**src/rtl/mem_request_unit.sv**
```systemverilog
// Load/store request sequencer between the execute stage and a data memory.
// Runs one access at a time through IDLE -> REQ -> DONE, with a bounded wait for memAck.
module mem_request_unit #(
    parameter int TIMEOUT = 15
) (
    input  logic        clk,
    input  logic        rst_n,
    input  logic        isLd,
    input  logic        isSt,
    input  logic [31:0] aluResult,
    input  logic [31:0] op2,
    output logic        stall,
    output logic [31:0] ldResult,
    output logic        ldValid,
    output logic        memReq,
    output logic        memWe,
    output logic [7:0]  memAddr,
    output logic [31:0] memWdata,
    input  logic        memAck,
    input  logic [31:0] memRdata,
    output logic        memErr
);

    typedef enum logic [1:0] {
        IDLE = 2'd0,
        REQ  = 2'd1,
        DONE = 2'd2
    } state_t;

    // Counter value seen during the last permitted REQ cycle.
    localparam logic [3:0] TIMEOUT_LAST = 4'(TIMEOUT - 1);

    state_t      state_q, state_d;
    logic [3:0]  wait_q, wait_d;
    logic        we_q, we_d;
    logic [7:0]  addr_q, addr_d;
    logic [31:0] wdata_q, wdata_d;
    logic [31:0] ld_result_q, ld_result_d;
    logic        err_q, err_d;

    logic cmd;
    logic unused_addr_hi;

    assign cmd            = isLd | isSt;
    assign unused_addr_hi = ^aluResult[31:8];

    always_ff @(posedge clk or negedge rst_n) begin
        if (!rst_n) begin
            state_q     <= IDLE;
            wait_q      <= 4'd0;
            we_q        <= 1'b0;
            addr_q      <= 8'd0;
            wdata_q     <= 32'd0;
            ld_result_q <= 32'd0;
            err_q       <= 1'b0;
        end else begin
            state_q     <= state_d;
            wait_q      <= wait_d;
            we_q        <= we_d;
            addr_q      <= addr_d;
            wdata_q     <= wdata_d;
            ld_result_q <= ld_result_d;
            err_q       <= err_d;
        end
    end

    always_comb begin
        state_d     = state_q;
        wait_d      = wait_q;
        we_d        = we_q;
        addr_d      = addr_q;
        wdata_d     = wdata_q;
        ld_result_d = ld_result_q;
        err_d       = err_q;
        stall       = 1'b0;
        ldValid     = 1'b0;

        case (state_q)
            IDLE: begin
                if (cmd) begin
                    stall   = 1'b1;
                    addr_d  = aluResult[7:0];
                    wdata_d = op2;
                    we_d    = isSt & ~isLd;
                    wait_d  = 4'd0;
                    state_d = REQ;
                end
            end
            REQ: begin
                stall = 1'b1;
                // An ack in the final permitted cycle still wins over the timeout.
                if (memAck) begin
                    if (!we_q) begin
                        ld_result_d = memRdata;
                    end
                    state_d = DONE;
                end else if (wait_q == TIMEOUT_LAST) begin
                    err_d = 1'b1;
                    if (!we_q) begin
                        ld_result_d = 32'd0;
                    end
                    state_d = DONE;
                end else begin
                    wait_d = wait_q + 4'd1;
                end
            end
            DONE: begin
                ldValid = ~we_q;
                state_d = IDLE;
            end
            default: begin
                state_d = IDLE;
            end
        endcase
    end

    assign memReq   = (state_q == REQ);
    assign memWe    = we_q;
    assign memAddr  = addr_q;
    assign memWdata = wdata_q;
    assign ldResult = ld_result_q;
    assign memErr   = err_q;

endmodule
```
**config.mk**
```make
export PLATFORM = sky130hd
export DESIGN_NAME = mem_request_unit
export DESIGN_NICKNAME = d
export VERILOG_FILES = /design/src/rtl/mem_request_unit.sv
export SDC_FILE = /design/constraint.sdc
export NUM_CORES = 1
export LEC_CHECK = 0
export ABC_AREA = 1
export CAP_MARGIN = 20
export CORE_ASPECT_RATIO = 0.8
export CORE_UTILIZATION = 35
export CTS_CLUSTER_DIAMETER = 80
export DETAILED_ROUTE_END_ITERATION = 10
export PLACE_DENSITY = 0.85
export REMOVE_ABC_BUFFERS = 1
export SLEW_MARGIN = 10
export SYNTH_ARGS = -nofsm -noshare
export SYNTH_HDL_FRONTEND = slang
export SYNTH_SLANG_ARGS = --single-unit
```
**constraint.sdc**
```tcl
create_clock -name clk -period 1.45 [get_ports clk]
set_clock_uncertainty 0.2 [all_clocks]
set_input_delay 0.29 -clock clk [delete_from_list [all_inputs] [get_ports clk]]
set_output_delay 0.29 -clock clk [all_outputs]
set_load 0.1 [all_outputs]
```
==> flow_results.org, run 1 <==
** Logic synthesis
- Mean post-synth cell area :: 9.18 µm²
- List of most frequent post-synthesis cells :: sky130_fd_sc_hd__nand2_1 (195), sky130_fd_sc_hd__dfrtp_1 (80), sky130_fd_sc_hd__nand4_1 (35), sky130_fd_sc_hd__buf_6 (11), sky130_fd_sc_hd__nand3_1 (7)
- Synthesis produced a netlist whose cell count is 363.
- Post-synth cell types :: 23
- The synthesized design contains 0 enable-type register cells.
- sky130_fd_sc_hd__dfrtp_1 takes more of the synthesized area than any other cell.
- Synth warn :: 0
- Yosys instantiated no cell more often than sky130_fd_sc_hd__nand2_1.
- Sequential cells were found to cover 60.1% of the synthesized design area.
- Among all flip-flop cells after synthesis, the most frequent one is sky130_fd_sc_hd__dfrtp_1.
- The top cell type by area accounts for 60.1% of the synthesized area.
- Post-synthesis instance area :: 0.00333 mm²
- After synthesis, the share of flip-flops with an asynchronous set or reset is 100%.
- Main area contributors after synthesis :: sky130_fd_sc_hd__dfrtp_1 (60%), sky130_fd_sc_hd__nand2_1 (22%), sky130_fd_sc_hd__nand4_1 (6.6%)
- Synth Register Bits :: 80

** Placed design
- Post-place setup slack :: -0.378 ns
- Final Wtd Congestion :: 0.773
- Counting tap cells, the placed design contains a total of 635 instances.
- Post-detailed-placement cell area :: 0.00585 mm²
- Post-DP HPWL :: 7.47 mm
- Input and output buffers added on the ports amount to 153.

** Layout
- Filler-free cell count of the finished design :: 668
- After routing the design area is 0.00656 mm².
- Count of nets after finishing :: 651
- The number of antenna diodes in the final layout is 0.
- The layout has 630 filler cells.
- Area growth syn-to-layout :: 96.8%
- Fraction of layout instances using a drive strength above 1 :: 29.7%

** Clock network
- Clk Latency, worst-skew pair :: 0.32 ns
- Root buffer cell :: sky130_fd_sc_hd__clkbuf_16
- TritonCTS clock tree :: built
- Number of clock sinks :: 80
- Buffer depth of the longest clock path :: 2
- Worst-path clk slew :: 0.06 ns
- Clock H-tree levels :: 3
- Number of buffers created by CTS :: 9

** Detailed routing
- The first TritonRoute pass finished after 8 iterations.
- After the first detailed-routing iteration, the DRC count stood at 239.
- Detailed-route vias per instance :: 4.94
- DRT Wirelength :: 11.1 mm
- Average routed wire per standard cell :: 16.6 µm
- DRC violations left :: 20
- Vias after detailed routing :: 3299
- The detail route stage leaves a number of antenna-violating nets equal to 0.

** Timing
- Final number of setup-violating endpoints :: 82
- Once routing completed, OpenROAD measured the worst setup slack at -0.333 ns.
- Number of hold-slack violations in the final timing report :: 0
- In this run the tightest slew margin relative to its limit is 75.1%.
- Minimum clock period after layout :: 1.78 ns
- Timing would allow up to 0.561 GHz.
- Setup repair after global routing could not meet its margin everywhere.
- Fin. max-slew vios :: 0
- Fin crit share :: 123%
- Across all hold checks on the routed design, the worst slack comes to 0.233 ns.
- Tightest Pin Transition :: 0.374 ns

** Flow run
- Max-cap violations in this run came to 0.

** Critical path
- Arr. time, crit path :: 1.29 ns
- Worst Setup Path Type :: reg2out
- Data on the critical path is required at its endpoint by 0.96 ns.
- Worst-path maximum fanout :: 3
- Critical Path Start Type :: register
- Nature of the critical path endpoint :: primary output

** GRT
- Global-route wire length before repair :: 16.8 mm
- Pin count of the biggest net entering global routing :: 56
- GRT Total Usage :: 22.0%
- Number of global-route vias before repair :: 3423
- The initial antenna violation count came to 0.
- After global routing the overflow that remains totals 0.

** Floorplanning
- Ports placed on the boundary :: 178
- Total die area :: 0.00991 mm²
- Once the floorplan was initialized, standard cells occupied 36.4% of the core.
- Die Width :: 111 µm
- Row generation in the floorplan step produced 31 rows.
- Placeable core region :: 0.00915 mm²
- Vertical extent of the die :: 89.3 µm

** Run status
- Result of the run :: finished, violations left
- The final reports fail on DRC, setup timing.

** Hold path
- Hold Path Class :: in2reg
critical path, stage by stage (launching register included):
cell and delay (ns):
sky130_fd_sc_hd__dfrtp_1 0.42, sky130_fd_sc_hd__inv_2 0.08, sky130_fd_sc_hd__nand2_2 0.06, sky130_fd_sc_hd__nor2_4 0.12
sky130_fd_sc_hd__inv_4 0.06, sky130_fd_sc_hd__nand2_4 0.06, sky130_fd_sc_hd__buf_12 0.17
metal layers:
| metal | global-route usage [%] | vias up | share of wire [%] |
|---|---|---|---|
| li1 | - | 1535 | - |
| met1 | 24.5 | 1597 | 38 |
| met2 | 39.7 | 143 | 51 |
| met3 | 6.85 | 24 | 8.4 |
| met4 | 9.83 | 0 | 2.3 |
| met5 | 0 | - | 0 |
placed cells by master, fill, tap and decap left out, types with 2 or more instances in the layout:
cell / Yosys / layout
sky130_fd_sc_hd__nor2_4: 2 / 2
sky130_fd_sc_hd__nand3_2: 1 / 3
sky130_fd_sc_hd__nand2_1: 195 / 182
sky130_fd_sc_hd__nand2_2: 1 / 11
sky130_fd_sc_hd__dfrtp_1: 80 / 78
sky130_fd_sc_hd__nand2_4: 0 / 3
sky130_fd_sc_hd__bufinv_16: 0 / 2
sky130_fd_sc_hd__inv_1: 5 / 4
sky130_fd_sc_hd__nand4_1: 35 / 35
sky130_fd_sc_hd__buf_12: 0 / 84
sky130_fd_sc_hd__clkbuf_16: 0 / 13
sky130_fd_sc_hd__buf_6: 11 / 4
sky130_fd_sc_hd__ha_1: 2 / 2
sky130_fd_sc_hd__clkbuf_1: 6 / 2
sky130_fd_sc_hd__inv_2: 2 / 3
sky130_fd_sc_hd__buf_4: 4 / 24
sky130_fd_sc_hd__clkdlybuf4s50_1: 0 / 74
sky130_fd_sc_hd__buf_16: 0 / 3
sky130_fd_sc_hd__nand3_1: 7 / 5
sky130_fd_sc_hd__nor2_1: 3 / 2
sky130_fd_sc_hd__dfrtp_2: 0 / 2
cells by family after synthesis:
logic type	count (synthesis)	synth area share (%)
AO/OA/AOI/OAI	2	0.413
adder cells (fa/ha/maj)	2	0.751
buffers and inverters	31	6.54
flip-flops	80	60.1
AND/OR/NAND/NOR	248	32.2
per-stage QoR:
stage,TNS [ns],utilization [%]
CTS,-13.19,69.9
floorplan,-61.05,-
global placement,-19.72,63.9
detailed placement,-21.47,63.9
global route,-16.08,71.6
finish,-11.23,71.6
cell type report:
class / instances / area, µm² / area share [%]
timing repair buffer: 196 / 2860 / 43.7
sequential: 80 / 2000 / 30.6
multi-input combinational: 252 / 1180 / 18.1
clock buffer: 12 / 246 / 3.76
tap: 115 / 144 / 2.19
clock inverter: 4 / 76.3 / 1.16
inverter: 9 / 36.3 / 0.553
what timing repair did:
item | in CTS | in global routing
hold buffers | 1 | 0
pin swaps | 6 | 3
endpoints found under the hold margin | 80 | 0
setup buffers | 5 | 7
resized for setup | 33 | 10
cloned | 3 | 4
setup endpoints to repair | 44 | 91
registers in the layout (all words and copies together), names as in the netlist:
register  count
ldResult     32
memWe         1
wait_q        4
state_q       2
memErr        1
memAddr       8
memWdata     32
path summary, 6_finish.rpt:
| kind | start | end | slack [ns] | cells after the start |
|---|---|---|---|---|
| min in group asynchronous | rst_n | memAddr[4] | 0.30 | 3 |
| min | isSt | memWe | 0.23 | 3 |
| max | state_q[0] | stall | -0.33 | 6 |
| max in group asynchronous | rst_n | memWdata[10] | 0.46 | 3 |
| max reg2reg | state_q[0] | ldResult[16] | -0.24 | 8 |
| min reg2reg | memWdata[22] | memWdata[22] | 0.33 | 2 |
Power of run 1 is left out: the tool's default activity adds up to more than one toggle a clock period on the data nets, which glitch-free logic cannot reach.
==> run 2: changes to the inputs <==
--- a/config.mk
+++ b/config.mk
@@ -8,6 +8,7 @@
 export ABC_AREA = 1
 export CAP_MARGIN = 20
 export CORE_ASPECT_RATIO = 0.8
+export CORE_MARGIN = 10
 export CORE_UTILIZATION = 35
 export CTS_CLUSTER_DIAMETER = 80
 export DETAILED_ROUTE_END_ITERATION = 10
==> run 2 against run 1 <==
Net effect: the flow finishes with violations (setup timing); first-iteration DRC count decreased by 15%; register-to-register slack got worse by 0.06 ns; critical path depth unchanged; highest routed layer unchanged; setup slack got worse by 0.070 ns; worst hold slack improved by 0.040 ns; via count increased by 8.7%; utilization increased by 9.9 points.
==> flow_results.org, run 2 (synthesis results as in run 1) <==
** Layout
- The count of nets after finishing is 684 (was 651).
- Number of antenna cells inserted :: 0 (unchanged)
- The post-layout instance count excluding filler cells is 701 (was 668).
- Area growth syn-to-layout :: 124% (was 96.8%)
- The proportion of layout cells with a drive suffix above 1 was 55.1% (was 29.7%).
- Commonest non-fill, non-tap cells in the layout: sky130_fd_sc_hd__nand2_1 (90), sky130_fd_sc_hd__buf_12 (90), sky130_fd_sc_hd__clkdlybuf4s50_1 (74), sky130_fd_sc_hd__nand2_2 (67), sky130_fd_sc_hd__dfrtp_1 (50) (was sky130_fd_sc_hd__nand2_1 (182), sky130_fd_sc_hd__buf_12 (84), sky130_fd_sc_hd__dfrtp_1 (78), sky130_fd_sc_hd__clkdlybuf4s50_1 (74), sky130_fd_sc_hd__nand4_1 (35)).
- Number of fillers in the final layout :: 488 (was 630)

** Timing
- Worst hold margin :: 0.273 ns (was 0.233 ns)
- Fin. max-slew vios :: 0 (unchanged)
- Number of hold-slack violations in the final timing report :: 0 (unchanged)
- The final worst-path cycle share came to 128% (was 123%).
- The relative slew slack is 70.8% (was 75.1%).
- The slew at the pin closest to its max-slew limit was 0.439 ns (was 0.374 ns).
- RSZ-0062 raised after global routing :: true (unchanged)
- The fmax is 0.540 GHz (was 0.561 GHz).
- Minimum clock period after layout :: 1.85 ns (was 1.78 ns)
- The final setup violation count came to 91 (was 82).
- Final worst setup slack :: -0.403 ns (was -0.333 ns)

** Clock network
- Clock H-tree levels :: 3 (unchanged)
- Buffer depth of the longest clock path :: 2 (unchanged)
- The clock insertion delay at the later pin of the skew report is 0.34 ns (was 0.32 ns).
- The clock tree root driver cell is sky130_fd_sc_hd__clkbuf_16 (unchanged).
- The CTS tree is built (unchanged).
- The sink count of the clock tree is 80 (unchanged).
- The clock-pin slew of the registers on the worst-case setup and hold paths was 0.06 ns (about the same).
- Number of buffers created by CTS :: 9 (unchanged)

** Critical path
- The worst-path cell with the longest stage delay was sky130_fd_sc_hd__dfrtp_1 (unchanged).
- Count of buffer and inverter cells on the critical path :: 3 (unchanged)
- The maximum fanout along the worst path came to 2 (was 3).
- The required time at the worst-slack endpoint is 0.96 ns (about the same).
- The arrival time reported for the critical path endpoint was 1.36 ns (was 1.29 ns).
- Cell Chain, Critical Path: inv_2 > nand2_2 > nor2_4 > inv_4 > nand2_4 > buf_12 (unchanged).
- Critical path's top delay family :: flip-flops (unchanged)
- Critical Path Start Type :: register (unchanged)
- Nature of the critical path endpoint :: primary output (unchanged)
- Max incr delay on CP :: 0.42 ns (about the same)
- The type of the worst setup path is reg2out (unchanged).

** Floorplanning
- The I/O pin total came to 178 (unchanged).
- Die Width :: 129 µm (was 111 µm)
- The number of placement rows is 31 (unchanged).
- The full die area was 0.0138 mm² (was 0.00991 mm²).
- The starting utilization of the core area was 36.4% (unchanged).
- Placeable core region :: 0.00915 mm² (unchanged)
- Vertical extent of the die :: 107 µm (was 89.3 µm)

** Detailed routing
- Met2 layer wire length in the routed design :: 8.32 mm (was 5.68 mm)
- Average routed wire per standard cell :: 21.7 µm (was 16.6 µm)
- The detailed-route wire length came to 15.2 mm (was 11.1 mm).
- Initial drt markers :: 203 (was 239)
- Length of routed met3 wiring :: 1.00 mm (was 931 µm)
- DRC violations left :: 0 (was 20)
- Uppermost layer routed :: met4 (unchanged)
- The post-detailed-route via-to-cell ratio is 5.12 (was 4.94).
- The detailed-route wire length on metal 1 was 5.46 mm (was 4.26 mm).
- The first-pass detailed-route iteration total came to 4 (was 8).
- Number of nets with antenna violations after routing :: 0 (unchanged)
- Vias after detailed routing :: 3586 (was 3299)

** GRT
- The overall routing resource usage was 19.4% (was 22.0%).
- Pin count of the biggest net entering global routing :: 81 (was 56)
- Residual overflow from global routing :: 0 (unchanged)
- The via count of the first global-routing pass is 3551 (was 3423).
- The global-route wire length before repair is 20.7 mm (was 16.8 mm).
- Antenna violations before repair :: 0 (unchanged)

** Placed design
- The weighted congestion reported at the end of routability-driven placement was 0.808 (was 0.773).
- Buffers on Ports :: 153 (unchanged)
- Placed insts :: 628 (was 635)
- The HPWL reported at the end of detailed placement came to 8.44 mm (was 7.47 mm).

** Flow run
- The count of maximum capacitance violations came to 0 (unchanged).

** Run status
- Violations in the final reports: setup timing (was DRC, setup timing).
- Result of the run: finished, violations left (unchanged).

** Hold path
- The class of the tightest hold or removal check was in2reg (unchanged).
==> run 2: changes by cell type in the layout (fill, tap and decap cells not counted), sizes merged <==
cell          delta
buf             +32
clkinvlp         +2
dlygate4sd2      -1
dlymetal6s2s     +1
inv              -1
==> run 2: final timing paths <==
path | start | slack, ns | to | cells after the start
worst min-delay path | isSt | 0.27 | memWe | 4
max in group asynchronous | rst_n | 0.35 | memAddr[3] | 3
worst max-delay path | state_q[0] | -0.40 | stall | 6
min in group asynchronous | rst_n | 0.32 | memAddr[4] | 3
worst max register to register | state_q[0] | -0.30 | ldResult[14] | 9
worst min register to register | memWdata[26] | 0.33 | memWdata[26] | 2
==> run 2: worst min-delay path, cell delays in order <==
cell	delay, ns
sky130_fd_sc_hd__dlymetal6s2s_1	0.17
sky130_fd_sc_hd__buf_4	0.15
sky130_fd_sc_hd__nand3b_1	0.10
sky130_fd_sc_hd__o21ai_2	0.06
==> run 2: cell type report <==
type,count,area [µm²],share of cell area [%]
timing repair buffer,229,3290,44.1
clock buffer,11,243,3.25
inverter,9,40.0,0.537
tap,115,144,1.93
multi-input combinational,252,1630,21.8
sequential,80,2040,27.3
clock inverter,5,80.1,1.07
==> run 2: what timing repair did <==
action | in CTS | in global routing
pin swaps | 17 | 39
cloned | 10 | 6
resized for setup | 64 | 169
hold buffers | 1 | 0
setup buffers | 17 | 32
endpoints found under the hold margin | 80 | 0
setup endpoints to repair | 82 | 120
==> run 2: routing by layer <==
| metal | vias up | GRT usage [%] |
|---|---|---|
| met4 | 0 | 7.86 |
| met5 | - | 0 |
| met2 | 135 | 34.3 |
| li1 | 1609 | - |
| met3 | 32 | 6.20 |
| met1 | 1810 | 21.3 |
==> run 2: stage by stage <==
stage	utilization, %	TNS (ns)	setup slack (ns)	cell area (µm²)
2_1_floorplan	-	-61.05	-2.00	3150
3_3_place_gp	63.5	-21.94	-0.354	5810
3_5_place_dp	63.5	-25.06	-0.404	5810
4_1_cts	73.6	-10.96	-0.354	6740
5_1_grt	81.5	-15.09	-0.442	7460
6_report	81.5	-12.46	-0.403	7460
Power of run 2 is left out for the same reason.
==> run 3: changes to the inputs <==
--- a/config.mk
+++ b/config.mk
@@ -12,7 +12,8 @@
 export CORE_UTILIZATION = 35
 export CTS_CLUSTER_DIAMETER = 80
 export DETAILED_ROUTE_END_ITERATION = 10
-export PLACE_DENSITY = 0.85
+export GPL_ROUTABILITY_DRIVEN = 0
+export PLACE_DENSITY = 0.74
 export REMOVE_ABC_BUFFERS = 1
 export SLEW_MARGIN = 10
 export SYNTH_ARGS = -nofsm -noshare
==> run 3 against run 2 <==
Net effect: the flow still finishes with violations (setup timing); sequential share of layout area is 0.42 points lower; critical path depth unchanged; first-iteration DRC count rose by 37%; non-clock buffer count increased by 19; global-route usage increased by 1.0 points; final cell count grew 2.9%; highest routed layer unchanged.
==> flow_results.org, run 3 (synthesis results as in run 1) <==
** Run status
- Result of the run :: finished, violations left (unchanged)
- Violations in the final reports: setup timing (unchanged).

** Clock network
- Number of clock sinks :: 80 (unchanged)
- TritonCTS clock tree :: built (unchanged)
- Number of buffers created by CTS :: 9 (unchanged)
- The clock insertion delay at the later pin of the skew report was 0.33 ns (was 0.34 ns).
- The number of buffers on the longest clock path is 2 (unchanged).
- Clock H-tree levels :: 3 (unchanged)
- The clock tree root driver cell is sky130_fd_sc_hd__clkbuf_16 (unchanged).
- The clock-pin slew of the registers on the worst-case setup and hold paths is 0.06 ns (about the same).

** Layout
- Commonest non-fill, non-tap cells in the layout: sky130_fd_sc_hd__nand2_1 (96), sky130_fd_sc_hd__buf_12 (91), sky130_fd_sc_hd__nand2_2 (74), sky130_fd_sc_hd__clkdlybuf4s50_1 (73), sky130_fd_sc_hd__dfrtp_1 (62) (was sky130_fd_sc_hd__nand2_1 (90), sky130_fd_sc_hd__buf_12 (90), sky130_fd_sc_hd__clkdlybuf4s50_1 (74), sky130_fd_sc_hd__nand2_2 (67), sky130_fd_sc_hd__dfrtp_1 (50)).
- The count of nets after finishing was 703 (was 684).
- The synthesis-to-finish area growth came to 126% (was 124%).
- Fraction of layout instances using a drive strength above 1 :: 54.0% (was 55.1%)
- Multi-input combinational cell area :: 0.00158 mm² (was 0.00163 mm²)
- Number of fillers in the final layout :: 472 (was 488)
- Sequential cell area :: 0.00202 mm² (was 0.00204 mm²)
- Utilization after layout :: 82.2% (was 81.5%)
- The final instance area is 0.00752 mm² (was 0.00746 mm²).
- Most common library cell in the layout ignoring fill and taps :: sky130_fd_sc_hd__nand2_1

** Timing
- Fin. max-slew vios :: 0 (unchanged)
- The final setup violation count is 88 (was 91).
- RSZ-0062 raised after global routing: true (unchanged).
- Tightest Pin Transition :: 0.455 ns (was 0.439 ns)
- Fin crit share :: 127% (was 128%)
- The minimum period implied by the final worst setup slack was 1.83 ns (was 1.85 ns).
- The relative slew slack was 69.7% (was 70.8%).
- Final worst setup slack :: -0.384 ns (was -0.403 ns)
- Number of hold-slack violations in the final timing report :: 0 (unchanged)
- Peak clock frequency supported by timing :: 0.545 GHz (was 0.540 GHz)

** Critical path
- Last element of the critical path :: stall (unchanged)
- The reg-to-reg critical path endpoint is ldResult[16] (was ldResult[14]).
- The first element of the critical path is state_q[1] (was state_q[0]).
- The number of buffer and inverter instances along the worst setup path was 3 (unchanged).
- The maximum fanout along the worst path came to 2 (unchanged).
- Launching point of the worst reg2reg path :: state_q[0] (unchanged)
- The cell class contributing the biggest share of worst-path delay is flip-flops (unchanged).
- The sort of element at the start of the critical path was a register (unchanged).
- The critical path's largest stage delay is 0.41 ns (was 0.42 ns).
- Worst Setup Path Type :: reg2out (unchanged)
- The flop-to-flop setup slack was -0.33 ns (was -0.30 ns).
- The arrival time reported for the critical path endpoint is 1.34 ns (was 1.36 ns).
- Path length in cells of the critical path :: 6 (unchanged)
- The worst reg2reg path depth is 10 (was 9).
- Cell Chain, Critical Path :: inv_2 > nand2_2 > nor2_4 > inv_4 > nand2_4 > buf_12 (unchanged)
- Nature of the critical path endpoint :: primary output (unchanged)
- The worst-path cell with the longest stage delay is sky130_fd_sc_hd__dfrtp_1 (unchanged).
- Critical Path RT :: 0.96 ns (about the same)

** Placed design
- The HPWL reported at the end of detailed placement was 8.35 mm (was 8.44 mm).
- The placement-stage worst setup slack is -0.541 ns (was -0.404 ns).
- The post-placement cell area was 0.00584 mm² (was 0.00581 mm²).
- Buffers on Ports :: 153 (unchanged)

** GRT
- The global-route wire length before repair is 21.7 mm (was 20.7 mm).
- Residual overflow from global routing :: 0 (unchanged)
- The via count of the first global-routing pass was 3763 (was 3551).
- Antenna violations before repair :: 1 (was 0)
- The overall routing resource usage came to 20.4% (was 19.4%).
- Pin count of the biggest net entering global routing :: 81 (unchanged)

** Detailed routing
- The first-pass detailed-route iteration total is 4 (unchanged).
- The number of nets still failing antenna checks after routing is 0 (unchanged).
- The per-cell routed wire length was 21.6 µm (was 21.7 µm).
- DRC violations left :: 0 (unchanged)
- Vias after detailed routing :: 3613 (was 3586)
- The detailed-route wire length was 15.6 mm (was 15.2 mm).
- Initial drt markers :: 279 (was 203)
- Detailed-route vias per instance :: 5.01 (was 5.12)

** Floorplanning
- The horizontal die dimension is 129 µm (unchanged).
- Ports placed on the boundary :: 178 (unchanged)
- Placement Rows :: 31 (unchanged)
- Placeable core region :: 0.00915 mm² (unchanged)
- The starting utilization of the core area is 36.4% (unchanged).
- The full die area was 0.0138 mm² (unchanged).
- The die outline height is 107 µm (unchanged).

** Flow run
- Max capacitance violation total :: 0 (unchanged)

** Hold path
- Hold Path Class :: in2reg (unchanged)
-- run 3: metal layers --
metal / vias up / track usage (%) / wire length [µm]
li1: 1646 / - / -
met1: 1784 / 23.3 / 5840
met3: 34 / 6.45 / 1080
met5: - / 0 / 0
met2: 149 / 34.9 / 8090
met4: 0 / 8.43 / 548
-- run 3: layout make-up --
type	count	share of cell area, %
flip-flops and latches	80	26.9
repair buffers	248	45.8
clock inverters	4	0.599
diodes	1	0.0333
well taps	115	1.91
inverters	9	0.566
multi-input cells	252	21.1
clock buffers	12	3.14
-- run 3: tightest hold or removal path, stage by stage --
cell                            delay [ns]
sky130_fd_sc_hd__dlygate4sd2_1        0.22
sky130_fd_sc_hd__nand3b_1             0.09
sky130_fd_sc_hd__o21ai_2              0.06
-- run 3: worst min-delay path by stage --
stage,from,endpoint,slack [ns],cells after the start
final,isSt,memWe,0.16,3
after global routing,isSt,memWe,0.18,3
after CTS,isSt,memWe,0.15,3
after detailed placement,rst_n,ldResult[5],0.15,2
after global placement,rst_n,ldResult[5],0.15,2
after floorplan,rst_n,ldResult[0],-0.21,0
-- run 3: per-stage QoR --
step / hold slack [ns] / std cells / TNS (ns)
after CTS: 0.151 / 681 / -13.78
after global placement: 0.147 / 633 / -26.61
after global routing: 0.181 / 721 / -26.14
final: 0.159 / 721 / -21.92
after floorplan: -0.206 / 341 / -61.05
after detailed placement: 0.154 / 633 / -28.58
-- run 3: repair_timing --
item	in CTS	in global routing
buffers inserted	23	46
hold endpoints to repair	80	0
resized for setup	109	112
cloned	11	4
hold buffers	1	0
pin swaps	40	35
setup endpoints to repair	81	130
Power of run 3 is left out for the same reason.
